--- src/rtl/imem_load_ctrl_pkg.sv ---
// Shared definitions for the instruction-memory loader and the memory it fills.
package imem_load_ctrl_pkg;

    localparam int unsigned IMEM_DEPTH_WORDS = 1024;

    typedef logic [1:0] state_t;

    localparam state_t ST_IDLE  = 2'd0;
    localparam state_t ST_RECV  = 2'd1;
    localparam state_t ST_WRITE = 2'd2;
    localparam state_t ST_DONE  = 2'd3;

endpackage

--- src/rtl/imem_load_ctrl.sv ---
// Loads a program into instruction memory from a byte stream, holding the core meanwhile.
module imem_load_ctrl
    import imem_load_ctrl_pkg::*;
#(
    parameter int unsigned DEPTH_WORDS = IMEM_DEPTH_WORDS,
    parameter int unsigned ADDR_W      = $clog2(DEPTH_WORDS)
) (
    input  logic              clk,
    input  logic              reset,
    input  logic              load_start,
    input  logic [ADDR_W:0]   load_len,
    input  logic              load_abort,
    input  logic              byte_valid,
    input  logic [7:0]        byte_data,
    output logic              byte_ready,
    output logic              imem_we,
    output logic [ADDR_W-1:0] imem_waddr,
    output logic [31:0]       imem_wdata,
    output logic              core_hold,
    output logic              busy,
    output logic              done,
    output logic              len_err
);

    localparam int unsigned LEN_W = ADDR_W + 1;
    localparam logic [LEN_W-1:0] MAX_LEN = LEN_W'(DEPTH_WORDS);

    state_t            state_q, state_n;
    logic [ADDR_W-1:0] idx_q, idx_n;
    logic [1:0]        cnt_q, cnt_n;
    logic [LEN_W-1:0]  len_q, len_n;
    logic [31:0]       word_q, word_n;
    logic              len_err_q, len_err_n;

    // State and datapath registers
    always_ff @(posedge clk) begin
        if (reset) begin
            state_q   <= ST_IDLE;
            idx_q     <= '0;
            cnt_q     <= '0;
            len_q     <= '0;
            word_q    <= '0;
            len_err_q <= 1'b0;
        end else begin
            state_q   <= state_n;
            idx_q     <= idx_n;
            cnt_q     <= cnt_n;
            len_q     <= len_n;
            word_q    <= word_n;
            len_err_q <= len_err_n;
        end
    end

    // Next-state and datapath update
    always_comb begin
        state_n   = state_q;
        idx_n     = idx_q;
        cnt_n     = cnt_q;
        len_n     = len_q;
        word_n    = word_q;
        len_err_n = 1'b0;
        case (state_q)
            ST_IDLE: begin
                if (load_start) begin
                    if (load_len == '0) begin
                        state_n = ST_DONE;
                    end else if (load_len > MAX_LEN) begin
                        len_err_n = 1'b1;
                    end else begin
                        len_n   = load_len;
                        idx_n   = '0;
                        cnt_n   = '0;
                        state_n = ST_RECV;
                    end
                end
            end
            ST_RECV: begin
                if (load_abort) begin
                    cnt_n   = '0;
                    state_n = ST_IDLE;
                end else if (byte_valid) begin
                    word_n[{cnt_q, 3'b000} +: 8] = byte_data;
                    cnt_n = cnt_q + 2'd1;
                    if (cnt_q == 2'd3) begin
                        state_n = ST_WRITE;
                    end
                end
            end
            ST_WRITE: begin
                // Abort wins over the write happening this cycle
                if (load_abort) begin
                    cnt_n   = '0;
                    state_n = ST_IDLE;
                end else if ({1'b0, idx_q} == len_q - LEN_W'(1)) begin
                    state_n = ST_DONE;
                end else begin
                    idx_n   = idx_q + ADDR_W'(1);
                    cnt_n   = '0;
                    state_n = ST_RECV;
                end
            end
            ST_DONE: begin
                state_n = ST_IDLE;
            end
            default: begin
                state_n = ST_IDLE;
            end
        endcase
    end

    // Outputs decode the registered state; forced low while reset is asserted
    assign byte_ready = !reset && (state_q == ST_RECV);
    assign imem_we    = !reset && (state_q == ST_WRITE) && !load_abort;
    assign imem_waddr = reset ? '0 : idx_q;
    assign imem_wdata = reset ? '0 : word_q;
    assign busy       = !reset && (state_q != ST_IDLE);
    assign core_hold  = !reset && (state_q != ST_IDLE);
    assign done       = !reset && (state_q == ST_DONE);
    assign len_err    = !reset && len_err_q;

endmodule

--- config.mk ---
export PLATFORM = sky130hd
export DESIGN_NAME = imem_load_ctrl
export DESIGN_NICKNAME = d
export VERILOG_FILES = /design/src/rtl/imem_load_ctrl_pkg.sv /design/src/rtl/imem_load_ctrl.sv
export SDC_FILE = /design/constraint.sdc
export NUM_CORES = 1
export LEC_CHECK = 0
export ABC_AREA = 1
export CAP_MARGIN = 20
export CORE_ASPECT_RATIO = 1.75
export CORE_MARGIN = 10
export CORE_UTILIZATION = 39
export CTS_BUF_LIST = sky130_fd_sc_hd__clkbuf_4
export CTS_CLUSTER_DIAMETER = 50
export DETAILED_ROUTE_END_ITERATION = 7
export SYNTH_ARGS = -nofsm -noshare
export SYNTH_HDL_FRONTEND = slang
export SYNTH_SLANG_ARGS = --single-unit
--- constraint.sdc ---
create_clock -name clk -period 4.6 [get_ports clk]
set_clock_uncertainty 0.1 [all_clocks]
set_input_delay 0.46 -clock clk [delete_from_list [all_inputs] [get_ports clk]]
set_output_delay 0.46 -clock clk [all_outputs]
set_load 0.02 [all_outputs]
==> impl_metrics.ini <==
[setup_path]
r2r_setup_slack_ns = 2.31
critPathRequiredTime_ns = 4.04
critical_path_class = reg -> out
r2r_end = idx_q[2]
cp_max_fo = 10
rr_startpoint = len_q[0]
cp.arrival_ns = 2.02
crit_path_start_kind = register
worst_path_largest_cell_delay_ns = 0.64
critPathBufInv = 3
crit_slowest_cell = clkdlybuf4s50_1
cp_cell_sequence = inv_1, nor2_1, inv_2, nor3_1, clkdlybuf4s50_1
cp_top_family = buffers and inverters
endpoint_kind = primary output
r2r_cells = 14

[synth]
synth.top_cell.area_share = 0.329
ys_ff_latch = 58
yosysSeqAreaShare = 0.329
syn_nets = 576
syn_area_um2 = 3530
syn_avg_cell_area_um2 = 6.49
postSynthCellCount = 544
synthTopCellsByArea = dfxtp_1, nand2_1, nor2_1, inv_1, nand3_1
ys_warn_count = 0
synth.distinct_cells = 37
yosys.area.top_type = dfxtp_1

[floorplan]
die-width_um = 91.9
start_util = 0.402
std_cell_rows = 45
core_area_um2 = 8780
num_io_pins = 72
die_area_um2 = 13400
die_y_um = 146

[timing]
timing.slew.headroom = 0.527
hold_violations = 0
tightest_slew_ns = 0.710
setup_slack_ns = 2.02
period_share = 0.562
setup_viol = 0
max_freq_mhz = 387
rsz0062_at_grt = no
tns_ns = 0
period_minus_slack_ns = 2.58
finalMaxSlewViolations = 0

[detailed_routing]
drc = 0
dr.pass1.iters = 4
via_per_inst = 4.86
wl_per_cell_um = 14.4
wl_um = 10500
vias = 3528
first_iter_violations = 133
ant_nets = 0

[grt]
grt_max_degree = 63
grt_usage = 0.155
grt_pass1_wl_um = 16700
antenna_found_initial = 1
grt-ovfl-total = 0
grt_pass1_vias = 3427

[min_path]
worstHoldPathCells = 2
hp-start = word_q[1]
min_path_type = reg -> reg
whs_endpoint = word_q[1]

[final_layout]
drive_above_1_share = 0.0888
fill_cells = 956
area_delta_synth_final_pct = 24.2
final_nets = 635

[clocking]
cts_root_buf = clkbuf_4
post_cts_buffers = 0
clock-sinks = 58
clockBufferDepth = 2
insertion_delay_ns = 0.42
cts_buffers = 9
h-tree-depth = 3
ctsHoldBuffers = 0
clkTransAtPathRegs_ns = 0.10
cts_resized = 0
cts_tree = yes

[power_and_ir_drop]
pwr-share-comb = 0.298
sequentialPowerShare = 0.449
swShare = 0.377
total_power_mw = 1.22
p_clk_frac = 0.253
p_int_mw = 0.758
switchingPower_mw = 0.458
powerDensity_nw_per_um2 = 278
vdd_ir_drop_max_v = 0.000143
p_leak_nw = 1.64

[placed_design]
place_congestion = 0.934
dp_slack_ns = 1.95
place_hpwl_um = 8090
port_buffers = 71

[run_status]
status = finished clean

[flow_run]
cap_viol_max_count = 0
## cell usage in the layout (no fill, tap or decap), types with 3 or more instances in the layout
master,Yosys,layout
nand2_1,102,102
a31oi_1,3,3
a21oi_1,21,21
nor3_1,4,4
o31ai_1,8,8
nand4_1,3,3
nor2_2,6,6
a211oi_1,3,3
o21ai_0,31,31
xnor2_1,6,6
nand2_2,12,12
ha_1,8,8
clkinv_1,1,4
nand3_1,45,45
nor2_4,5,5
a21oi_2,8,8
inv_2,3,3
clkdlybuf4s50_1,0,70
clkbuf_4,0,11
dfxtp_1,58,58
nor2_1,99,99
inv_1,71,71
xor2_1,9,9
## worst max path at each step
stage                            from   endpoint  cells after the start
after floorplan                 reset  core_hold                      5
after global placement    load_len[4]   len_q[1]                      9
after detailed placement  load_len[2]   len_q[1]                      8
after CTS                  state_q[1]    imem_we                      5
after global routing       state_q[1]    imem_we                      5
final                      state_q[1]    imem_we                      5
## per-layer routing
| layer | vias up | track usage | routed length, um |
|---|---|---|---|
| li1 | 1832 | - | - |
| met1 | 1582 | 0.154 | 4150 |
| met2 | 84 | 0.276 | 5370 |
| met3 | 30 | 0.0402 | 510 |
| met4 | 0 | 0.0930 | 420 |
| met5 | - | 0 | 0 |
## per-stage QoR
step                utilization  hold WS (ns)  area, um2  instances
floorplan                     -         0.330       3530        544
global placement          0.487         0.345       4280        709
detailed placement        0.487         0.356       4280        709
CTS                       0.499         0.372       4380        725
global route              0.499         0.386       4380        726
finish                    0.499         0.365       4380        726
## area by class of cell
type | instances | area (um2) | area share
Multi-Input combinational cell | 386 | 1970 | 0.449
Inverter | 75 | 282 | 0.0642
Clock inverter | 5 | 21.3 | 0.00485
Timing Repair Buffer | 73 | 721 | 0.164
Clock buffer | 11 | 82.6 | 0.0188
Tap cell | 117 | 146 | 0.0334
Antenna cell | 1 | 2.50 | 0.000571
Sequential cell | 58 | 1160 | 0.265
## state kept, by name, summed over array words and instances, names as in the netlist
register	cells
word_q	32
state_q	2
len_q	11
cnt_q	2
idx_q	10
len_err_q	1
## synthesized netlist by cell type (all sizes together)
library cell,instances
nand2,115
and2,1
a211oi,3
inv,74
or2,1
ha,8
xnor2,6
xor2,9
dfxtp,58
nor3,5
nand3b,2
a21oi,29
o211ai,1
nand3,45
nor3b,3
nand4,4
o21ai,33
o31ai,8
nor2,110
clkinv,1
a31oi,3
buf,9
clkbuf,16
## power groups by stage
stage	clock [mW]	sequential, mW	combinational (mW)
floorplan	0	0.550	0.272
global placement	0	0.557	0.361
detailed placement	0	0.557	0.365
CTS	0.315	0.546	0.366
global route	0.333	0.549	0.411
finish	0.308	0.546	0.363
## worst register-to-register path, cell delays in order, from the launching register on
cell     delay [ns]
dfxtp_1        0.39
inv_1          0.14
ha_1           0.34
inv_1          0.05
nand2_1        0.06
nand2_1        0.05
nor2_1         0.13
nand2_1        0.06
nor2_1         0.12
nand2_2        0.08
nor2_4         0.10
nand4_4        0.19
nand2_4        0.24
nand2_1        0.07
a21oi_1        0.13
## cells by family after synthesis
kind of cell	share of synthesized area
AOI/OAI and AO/OA	0.127
xor gates and xnor gates	0.0372
adders and majority gates	0.0284
buffers and inverters	0.114
DFF	0.329
and+or+nand+nor	0.364
Note: power is estimated with default switching activity, not from simulation.
